## config.mk

```make
export PLATFORM = sky130hd
export DESIGN_NAME = wb_conmax_pmsel
export DESIGN_NICKNAME = d
export VERILOG_FILES = /design/src/rtl/wb_conmax_pmsel.sv
export SDC_FILE = /design/constraint.sdc
export NUM_CORES = 1
export LEC_CHECK = 0
export ABC_CLOCK_PERIOD_IN_PS = 15300
export BUFFER_PORTS_ARGS = -buffer_cell sky130_fd_sc_hd__buf_2
export CAP_MARGIN = 20
export CORE_UTILIZATION = 59
export DETAILED_ROUTE_END_ITERATION = 16
export GPL_ROUTABILITY_DRIVEN = 0
export GPL_TIMING_DRIVEN = 0
export PLACE_DENSITY = 0.81
export SLEW_MARGIN = 5
export SYNTH_ARGS = -nofsm -noshare
export SYNTH_HDL_FRONTEND = slang
export SYNTH_SLANG_ARGS = --single-unit
```

## constraint.sdc

```tcl
create_clock -name clk_i -period 15.3 [get_ports clk_i]
set_clock_uncertainty 0.2 [all_clocks]
set_input_delay 3.06 -clock clk_i [delete_from_list [all_inputs] [get_ports clk_i]]
set_output_delay 3.06 -clock clk_i [all_outputs]
set_load 0.03 [all_outputs]
```

## src/rtl/wb_conmax_pmsel.sv

```systemverilog
// Priority/round-robin master selector for the Wishbone crossbar slave port.
// Picks the highest-priority requester, rotating within a level, with optional tenure limit.
module wb_conmax_pmsel #(
    parameter int unsigned NUM_M    = 8,
    parameter int unsigned SEL_W    = 3,
    parameter int unsigned PRI_SEL  = 2,
    parameter int unsigned MAX_HOLD = 0
) (
    input  logic                 clk_i,
    input  logic                 rst_i,
    input  logic [2*NUM_M-1:0]   conf,
    input  logic [NUM_M-1:0]     req,
    input  logic                 next,
    output logic [SEL_W-1:0]     sel,
    output logic                 gnt_valid,
    output logic [1:0]           gnt_lvl
);
    localparam int unsigned HOLD_W = (MAX_HOLD == 0) ? 1 : $clog2(MAX_HOLD + 1);
    localparam int unsigned NUM_LVL = 4;

    typedef enum logic {IDLE, GRANT} state_e;

    state_e              state_q, state_d;
    logic [SEL_W-1:0]    sel_q, sel_d;
    logic                gnt_valid_q, gnt_valid_d;
    logic [1:0]          gnt_lvl_q, gnt_lvl_d;
    logic [HOLD_W-1:0]   hold_q, hold_d;
    logic [SEL_W-1:0]    ptr_q [NUM_LVL];
    logic [SEL_W-1:0]    ptr_d [NUM_LVL];

    logic [1:0]          lvl_c [NUM_M];
    logic [1:0]          top_lvl_c;
    logic [SEL_W-1:0]    top_ptr_c;
    logic [SEL_W-1:0]    hi_c, lo_c, win_c;
    logic                found_hi_c, found_lo_c;
    logic                any_req_c, cur_req_c, other_req_c, expire_c, arb_c;

    // Effective per-master priority after masking unused conf bits
    always_comb begin
        for (int i = 0; i < int'(NUM_M); i++) begin
            if (PRI_SEL == 0) begin
                lvl_c[i] = 2'd0;
            end else if (PRI_SEL == 1) begin
                lvl_c[i] = {1'b0, conf[2*i]};
            end else begin
                lvl_c[i] = conf[2*i +: 2];
            end
        end
    end

    // Winner: highest level, then first requester above that level's pointer, else wrap to lowest
    always_comb begin
        top_lvl_c = 2'd0;
        for (int i = 0; i < int'(NUM_M); i++) begin
            if (req[i] && (lvl_c[i] > top_lvl_c)) begin
                top_lvl_c = lvl_c[i];
            end
        end
        top_ptr_c  = ptr_q[top_lvl_c];
        found_hi_c = 1'b0;
        found_lo_c = 1'b0;
        hi_c       = '0;
        lo_c       = '0;
        for (int i = 0; i < int'(NUM_M); i++) begin
            if (req[i] && (lvl_c[i] == top_lvl_c)) begin
                if (SEL_W'(i) > top_ptr_c) begin
                    if (!found_hi_c) begin
                        found_hi_c = 1'b1;
                        hi_c       = SEL_W'(i);
                    end
                end else if (!found_lo_c) begin
                    found_lo_c = 1'b1;
                    lo_c       = SEL_W'(i);
                end
            end
        end
        win_c = found_hi_c ? hi_c : lo_c;
    end

    // Request status of the current owner versus everyone else
    always_comb begin
        cur_req_c   = 1'b0;
        other_req_c = 1'b0;
        for (int i = 0; i < int'(NUM_M); i++) begin
            if (sel_q == SEL_W'(i)) begin
                cur_req_c = req[i];
            end else if (req[i]) begin
                other_req_c = 1'b1;
            end
        end
        any_req_c = |req;
        expire_c  = (MAX_HOLD != 0) && (hold_q == HOLD_W'(MAX_HOLD)) && other_req_c;
    end

    always_comb begin
        state_d     = state_q;
        sel_d       = sel_q;
        gnt_valid_d = gnt_valid_q;
        gnt_lvl_d   = gnt_lvl_q;
        hold_d      = hold_q;
        ptr_d       = ptr_q;
        arb_c       = 1'b0;
        case (state_q)
            IDLE:    arb_c = any_req_c;
            GRANT:   arb_c = next || !cur_req_c || expire_c;
            default: arb_c = 1'b0;
        endcase
        if (arb_c) begin
            hold_d = '0;
            if (any_req_c) begin
                state_d            = GRANT;
                sel_d              = win_c;
                gnt_valid_d        = 1'b1;
                gnt_lvl_d          = top_lvl_c;
                ptr_d[top_lvl_c]   = win_c;
            end else begin
                state_d     = IDLE;
                gnt_valid_d = 1'b0;
            end
        end else if ((state_q == GRANT) && (hold_q != HOLD_W'(MAX_HOLD))) begin
            hold_d = hold_q + HOLD_W'(1);
        end
    end

    // Reset points every level at the last master so master 0 is searched first
    always_ff @(posedge clk_i) begin
        if (!rst_i) begin
            state_q     <= IDLE;
            sel_q       <= '0;
            gnt_valid_q <= 1'b0;
            gnt_lvl_q   <= 2'd0;
            hold_q      <= '0;
            for (int l = 0; l < int'(NUM_LVL); l++) begin
                ptr_q[l] <= SEL_W'(NUM_M - 1);
            end
        end else begin
            state_q     <= state_d;
            sel_q       <= sel_d;
            gnt_valid_q <= gnt_valid_d;
            gnt_lvl_q   <= gnt_lvl_d;
            hold_q      <= hold_d;
            ptr_q       <= ptr_d;
        end
    end

    assign sel       = sel_q;
    assign gnt_valid = gnt_valid_q;
    assign gnt_lvl   = gnt_lvl_q;

endmodule

```

==> flow_metrics.env, run 1 <==
export IMPL_worst_pin_slew_ns=0.637
export IMPL_path_max_fanout=10
export IMPL_drt_iter0_drc=217
export IMPL_num_rows=23
export IMPL_rsz0062_at_grt="no"
export IMPL_global_route_overflow_total=0
export IMPL_relSlewSlack=0.563
export IMPL_outcome="complete, no violations"
export IMPL_wl_per_cell_um=16.3
export IMPL_synthCells=335
export IMPL_worstPathRequired_ns=15.28
export IMPL_viasPerCell=6.53
export IMPL_hold_path_class="reg -> reg"
export IMPL_critPathBufInv=2
export IMPL_multi_input_area_um2=1960
export IMPL_maxCapViolCount=0
export IMPL_fmax_ghz=0.0737
export IMPL_final_core_util=0.679
export IMPL_setup_viol=0
export IMPL_grt_pass1_wl_um=10600
export IMPL_leakage_nw=1.23
export IMPL_dp_cells=413
export IMPL_cts_setup_buffers=0
export IMPL_grt_max_degree=11
export IMPL_fin_total_pwr_uw=369
export IMPL_fin_nets=404
export IMPL_cts_max_level=1
export IMPL_yosys_register_bits=18
export IMPL_fillers=349
export IMPL_dieArea_um2=4430
export IMPL_cp_arrival_ns=13.55
export IMPL_seq_area_frac_synth=0.147
export IMPL_crit_type="in -> reg"
export IMPL_core_um2=4000
export IMPL_drtAntennaViolNets=0
export IMPL_cts_resized=0
export IMPL_vias=2725
export IMPL_start_kind="primary input"
export IMPL_synth_warnings=0
export IMPL_cp_top_family="compound AO/OA/AOI/OAI gates"
export IMPL_cts_sinks=18
export IMPL_first_pass_iters=5
export IMPL_powerDensity_nw_per_um2=136
export IMPL_crit_path_end_kind="flop"
export IMPL_cts_root_buf="clkbuf_8"
export IMPL_clock_latency_ns=0.26
export IMPL_critPathMaxStageDelay_ns=0.52
export IMPL_syn_area_um2=2460
export IMPL_period_needed_ns=13.57
export IMPL_grt_usage=0.311
export IMPL_synthArstFlopShare=0
export IMPL_drcViolationCount=0
export IMPL_antenna_found_initial=0
export IMPL_ir_worst_vdd_v=0.000119
export IMPL_finalMaxSlewViolations=0
export IMPL_dp_hpwl_um=5410
export IMPL_synth_edf_count=0
export IMPL_die_x_um=66.6
export IMPL_port_buffers=28
export IMPL_die_h_um=66.6
export IMPL_ys_types=67
export IMPL_routed_wl_um=6800
export IMPL_top_level_ports=33
export IMPL_avgSynthCellArea_um2=7.34
export IMPL_cts_made_buffers=3
export IMPL_finalHoldViolations=0
export IMPL_drive_above_1_share=0.185
export IMPL_diodes=0
export IMPL_tritoncts="done"
export IMPL_fin_setup_tns_ns=0
export IMPL_fin_cells=417
export IMPL_slowest_stage="a41oi_2"
export IMPL_synth_nets=371
export IMPL_grt_pass1_vias=2244
export IMPL_seq_area_um2=360
export IMPL_synth_flop_cell="dfxtp_1"
export IMPL_clock_path_buffers=2
export IMPL_cts_hold_buf=0
export IMPL_syn2layout_area_growth_pct=10.5
export IMPL_start_util=0.615
export IMPL_post_route_period_util=0.887
export IMPL_clkSlewWorstSetupHoldPaths_ns=0.06
-- per-layer routing --
| metal | share of wire | vias up | GRT usage | wire length [um] |
|---|---|---|---|---|
| met2 | 0.45 | 130 | 0.497 | 3060 |
| li1 | - | 1319 | - | - |
| met1 | 0.45 | 1257 | 0.416 | 3080 |
| met5 | 0 | - | 0 | 0 |
| met3 | 0.075 | 19 | 0.0411 | 507 |
| met4 | 0.024 | 0 | 0.125 | 160 |
-- cell usage after synthesis (2+ instances only) --
cell type	number	share of area
a211o_1	2	0.0071
a21o_1	5	0.015
a21oi_1	19	0.039
a311oi_1	2	0.0071
a31oi_1	2	0.0051
a41oi_1	4	0.014
and2_1	7	0.018
buf_2	4	0.0081
buf_4	2	0.0061
clkbuf_1	4	0.0061
dfxtp_1	18	0.15
ha_1	9	0.046
inv_1	15	0.023
mux2_2	7	0.032
mux2_4	3	0.018
mux2i_1	20	0.081
mux4_2	2	0.018
nand2_1	46	0.070
nand3_1	15	0.031
nand3b_1	3	0.0092
nand4_1	8	0.020
nor2_1	36	0.055
nor2b_1	2	0.0051
nor3_1	9	0.018
nor3b_1	4	0.012
nor4_1	3	0.0076
o211a_4	2	0.014
o211ai_1	7	0.021
o21a_1	5	0.015
o21ai_0	19	0.039
o21ai_1	5	0.010
o221ai_1	2	0.0071
o31ai_1	2	0.0061
o32ai_1	3	0.011
or4_1	2	0.0061
xnor2_1	6	0.021
-- layout by cell type (no fill, tap or decap), drive strengths merged, types with 3 or more instances in the layout --
master   n
buf     36
o21a     5
nor2b    3
mux2    10
o32ai    3
o31ai    3
nand3b   3
clkbuf   8
nor3b    4
inv     15
dfxtp   18
and2     7
nand4    8
mux2i   20
ha       9
nor3     9
o211ai   8
xnor2    6
nor4     3
nor2    36
a21oi   20
o211a    3
nand3   16
o21ai   25
nand2   47
a21o     5
a41oi    5
-- sequential cells by signal (all words and copies together) (netlist names) --
| signal | flops |
|---|---|
| gnt_valid | 1 |
| sel | 3 |
| ptr_q | 12 |
| gnt_lvl | 2 |
-- cells by family (layout without fill, tap and decap cells) --
group | after synthesis | count (layout) | synth area share
buffers and inverters | 28 | 60 | 0.0575
flip-flops | 18 | 18 | 0.147
XOR/XNOR | 7 | 7 | 0.0249
multiplexers | 32 | 32 | 0.150
AND/OR/NAND/NOR | 142 | 142 | 0.275
adder cells (fa/ha/maj) | 10 | 10 | 0.0504
AO/OA/AOI/OAI | 98 | 98 | 0.295
-- worst paths after layout --
path / start / end / slack [ns] / cells after the start
hold / removal: gnt_lvl[0]$_SDFFE_PN0P_ / gnt_lvl[0]$_SDFFE_PN0P_ / 0.27 / 2
setup reg to reg: ptr_q[5]$_SDFFE_PN1P_ / ptr_q[3]$_SDFFE_PN1P_ / 12.60 / 8
setup / recovery: req[0] / ptr_q[3]$_SDFFE_PN1P_ / 1.73 / 48
hold reg to reg: gnt_lvl[0]$_SDFFE_PN0P_ / gnt_lvl[0]$_SDFFE_PN0P_ / 0.27 / 2
-- layout make-up --
cell class | count | area share
multi-input cells | 289 | 0.720
flip-flops and latches | 18 | 0.133
repair buffers | 28 | 0.0516
plain buffers | 12 | 0.0299
well taps | 50 | 0.0230
inverters | 16 | 0.0221
clock buffers | 4 | 0.0203
-- power breakdown --
group	internal, mW	switching (mW)	leakage (nW)	total, mW
registers	0.0623	0.0213	0.149	0.0836
clock network	0.0229	0.0157	0.0288	0.0386
logic	0.0987	0.148	1.05	0.247
total	0.184	0.185	1.23	0.369
-- through the flow --
stage | worst slack (ns) | hold WS, ns | instance area [um2]
2_1_floorplan | 3.00 | 0.278 | 2460
3_3_place_gp | 1.72 | 0.241 | 2660
3_5_place_dp | 1.61 | 0.272 | 2660
4_1_cts | 1.83 | 0.283 | 2720
5_1_grt | 1.08 | 0.305 | 2720
6_report | 1.73 | 0.274 | 2720
-- tightest hold or removal path, delay by kind of cell, from the launching register on --
| kind | cells | cell delay [ns] |
|---|---|---|
| DFF | 1 | 0.31 |
| AOI/OAI and AO/OA | 1 | 0.06 |
| and+or+nand+nor | 1 | 0.05 |
Note: power is estimated with default switching activity, not from simulation.
==> run 2: changes to the inputs <==
--- a/config.mk
+++ b/config.mk
@@ -5,14 +5,14 @@
 export SDC_FILE = /design/constraint.sdc
 export NUM_CORES = 1
 export LEC_CHECK = 0
-export ABC_CLOCK_PERIOD_IN_PS = 15300
+export ABC_CLOCK_PERIOD_IN_PS = 16149
 export BUFFER_PORTS_ARGS = -buffer_cell sky130_fd_sc_hd__buf_2
 export CAP_MARGIN = 20
-export CORE_UTILIZATION = 59
+export CORE_UTILIZATION = 60
 export DETAILED_ROUTE_END_ITERATION = 16
 export GPL_ROUTABILITY_DRIVEN = 0
 export GPL_TIMING_DRIVEN = 0
-export PLACE_DENSITY = 0.81
+export PLACE_DENSITY = 0.83
 export SLEW_MARGIN = 5
 export SYNTH_ARGS = -nofsm -noshare
 export SYNTH_HDL_FRONTEND = slang
==> constraint.sdc (replaced) <==
create_clock -name clk_i -period 16.15 [get_ports clk_i]
set_clock_uncertainty 0.2 [all_clocks]
set_input_delay 3.23 -clock clk_i [delete_from_list [all_inputs] [get_ports clk_i]]
set_output_delay 3.23 -clock clk_i [all_outputs]
set_load 0.03 [all_outputs]
==> flow_metrics.env, run 2 (same netlist as run 1, synthesis figures left out) <==
export IMPL_rsz0062_at_grt="no"
export IMPL_maxCapViolCount=0
export IMPL_drt_iter0_drc=245
export IMPL_viasPerCell=6.65
export IMPL_grt_max_degree=11
export IMPL_die_x_um=66.0
export IMPL_drtAntennaViolNets=0
export IMPL_setup_viol=0
export IMPL_cts_root_buf="clkbuf_8"
export IMPL_fmax_ghz=0.0723
export IMPL_largest_reg_flops=12
export IMPL_routed_wl_um=7110
export IMPL_worst_pin_slew_ns=0.652
export IMPL_tritoncts="done"
export IMPL_first_pass_iters=5
export IMPL_leakage_nw=1.23
export IMPL_clock_latency_ns=0.26
export IMPL_grt_util_met2=0.569
export IMPL_grt_pass1_vias=2444
export IMPL_dp_hpwl_um=5510
export IMPL_cts_made_buffers=3
export IMPL_relSlewSlack=0.553
export IMPL_finalMaxSlewViolations=0
export IMPL_cts_resized=0
export IMPL_period_needed_ns=13.83
export IMPL_cts_setup_buffers=0
export IMPL_powerDensity_nw_per_um2=129
export IMPL_drive_above_1_share=0.185
export IMPL_cts_hold_buf=0
export IMPL_final_common_cell="nand2_1"
export IMPL_ir_worst_vdd_v=0.000108
export IMPL_slowest_stage="o31ai_1"
export IMPL_fin_nets=404
export IMPL_grt_usage=0.334
export IMPL_drcViolationCount=0
export IMPL_final_cell_mix="nand2_1, nor2_1, buf_2"
export IMPL_crit_path_end_kind="flop"
export IMPL_outcome="complete, no violations"
export IMPL_dieArea_um2=4360
export IMPL_clkSlewWorstSetupHoldPaths_ns=0.07
export IMPL_die_h_um=66.0
export IMPL_critPathMaxStageDelay_ns=0.50
export IMPL_placed_area_um2=2660
export IMPL_diodes=0
export IMPL_fin_setup_tns_ns=0
export IMPL_fillers=347
export IMPL_dp_cells=411
export IMPL_finalHoldViolations=0
export IMPL_largest_register="ptr_q"
export IMPL_core_um2=3800
export IMPL_postLayoutCellArea_um2=2710
export IMPL_hold_path_depth=2
export IMPL_port_buffers=28
export IMPL_vias=2761
export IMPL_clock_path_buffers=2
export IMPL_cts_max_level=1
export IMPL_grt_pass1_wl_um=11300
export IMPL_grt_busiest_layer="met2"
export IMPL_syn2layout_area_growth_pct=10.4
export IMPL_cp_arrival_ns=13.80
export IMPL_worstPathRequired_ns=16.13
export IMPL_crit_type="in -> reg"
export IMPL_reg2reg_depth=8
export IMPL_met1_usage=0.452
export IMPL_cts_sinks=18
export IMPL_num_rows=22
export IMPL_use_met3=0.00517
export IMPL_wl_per_cell_um=17.1
export IMPL_start_util=0.647
export IMPL_post_route_period_util=0.856
export IMPL_hold_path_class="reg -> reg"
export IMPL_antenna_found_initial=0
export IMPL_top_level_ports=33
export IMPL_start_kind="primary input"
export IMPL_path_max_fanout=10
export IMPL_global_route_overflow_total=0
export IMPL_fin_cells=415
-- run 2: cell counts in the layout (fill, tap and decap cells not counted) --
No cell type changed its count.
-- run 2: final timing paths --
kind | start | to | slack (ns)
hold reg to reg | gnt_lvl[0]$_SDFFE_PN0P_ | gnt_lvl[0]$_SDFFE_PN0P_ | 0.28
hold / removal | gnt_lvl[0]$_SDFFE_PN0P_ | gnt_lvl[0]$_SDFFE_PN0P_ | 0.28
setup / recovery | req[0] | ptr_q[0]$_SDFFE_PN1P_ | 2.32
setup reg to reg | ptr_q[5]$_SDFFE_PN1P_ | ptr_q[0]$_SDFFE_PN1P_ | 13.44
-- run 2: where the power goes --
| part | switching [mW] | internal [mW] | total [mW] | leakage (nW) |
|---|---|---|---|---|
| Sequential | 0.0202 | 0.0590 | 0.0792 | 0.149 |
| Clock | 0.0146 | 0.0217 | 0.0363 | 0.0288 |
| Combinational | 0.142 | 0.0936 | 0.236 | 1.05 |
-- run 2: area by class of cell --
cell class | instances | area, um2 | area share
flip-flops and latches | 18 | 360 | 0.133
multi-input cells | 289 | 1960 | 0.721
clock buffers | 4 | 55.1 | 0.0203
repair buffers | 28 | 140 | 0.0516
well taps | 48 | 60.1 | 0.0221
plain buffers | 12 | 81.3 | 0.0300
inverters | 16 | 60.1 | 0.0221
-- run 2: per-layer routing --
metal  routed length, um  vias to the layer above
met4                 138                        0
met2                3310                      141
li1                    -                     1326
met1                3100                     1275
met3                 560                       19
met5                   0                        -
-- run 2: worst max-delay path, delay by kind of cell --
| kind | cells | cell delay (ns) |
|---|---|---|
| multiplexers | 5 | 1.78 |
| buffers and inverters | 2 | 0.42 |
| AND/OR/NAND/NOR | 15 | 1.67 |
| AO/OA/AOI/OAI | 17 | 4.41 |
| adder cells (fa/ha/maj) | 8 | 2.28 |
-- run 2: metrics by stage --
| step | hold WS (ns) | setup WS (ns) | total power [mW] | util |
|---|---|---|---|---|
| after floorplan | 0.278 | 3.68 | 0.252 | - |
| after global placement | 0.245 | 2.47 | 0.303 | 0.700 |
| after detailed placement | 0.254 | 2.18 | 0.308 | 0.700 |
| after CTS | 0.281 | 2.43 | 0.347 | 0.714 |
| after global routing | 0.309 | 1.65 | 0.375 | 0.714 |
| final | 0.282 | 2.32 | 0.351 | 0.714 |
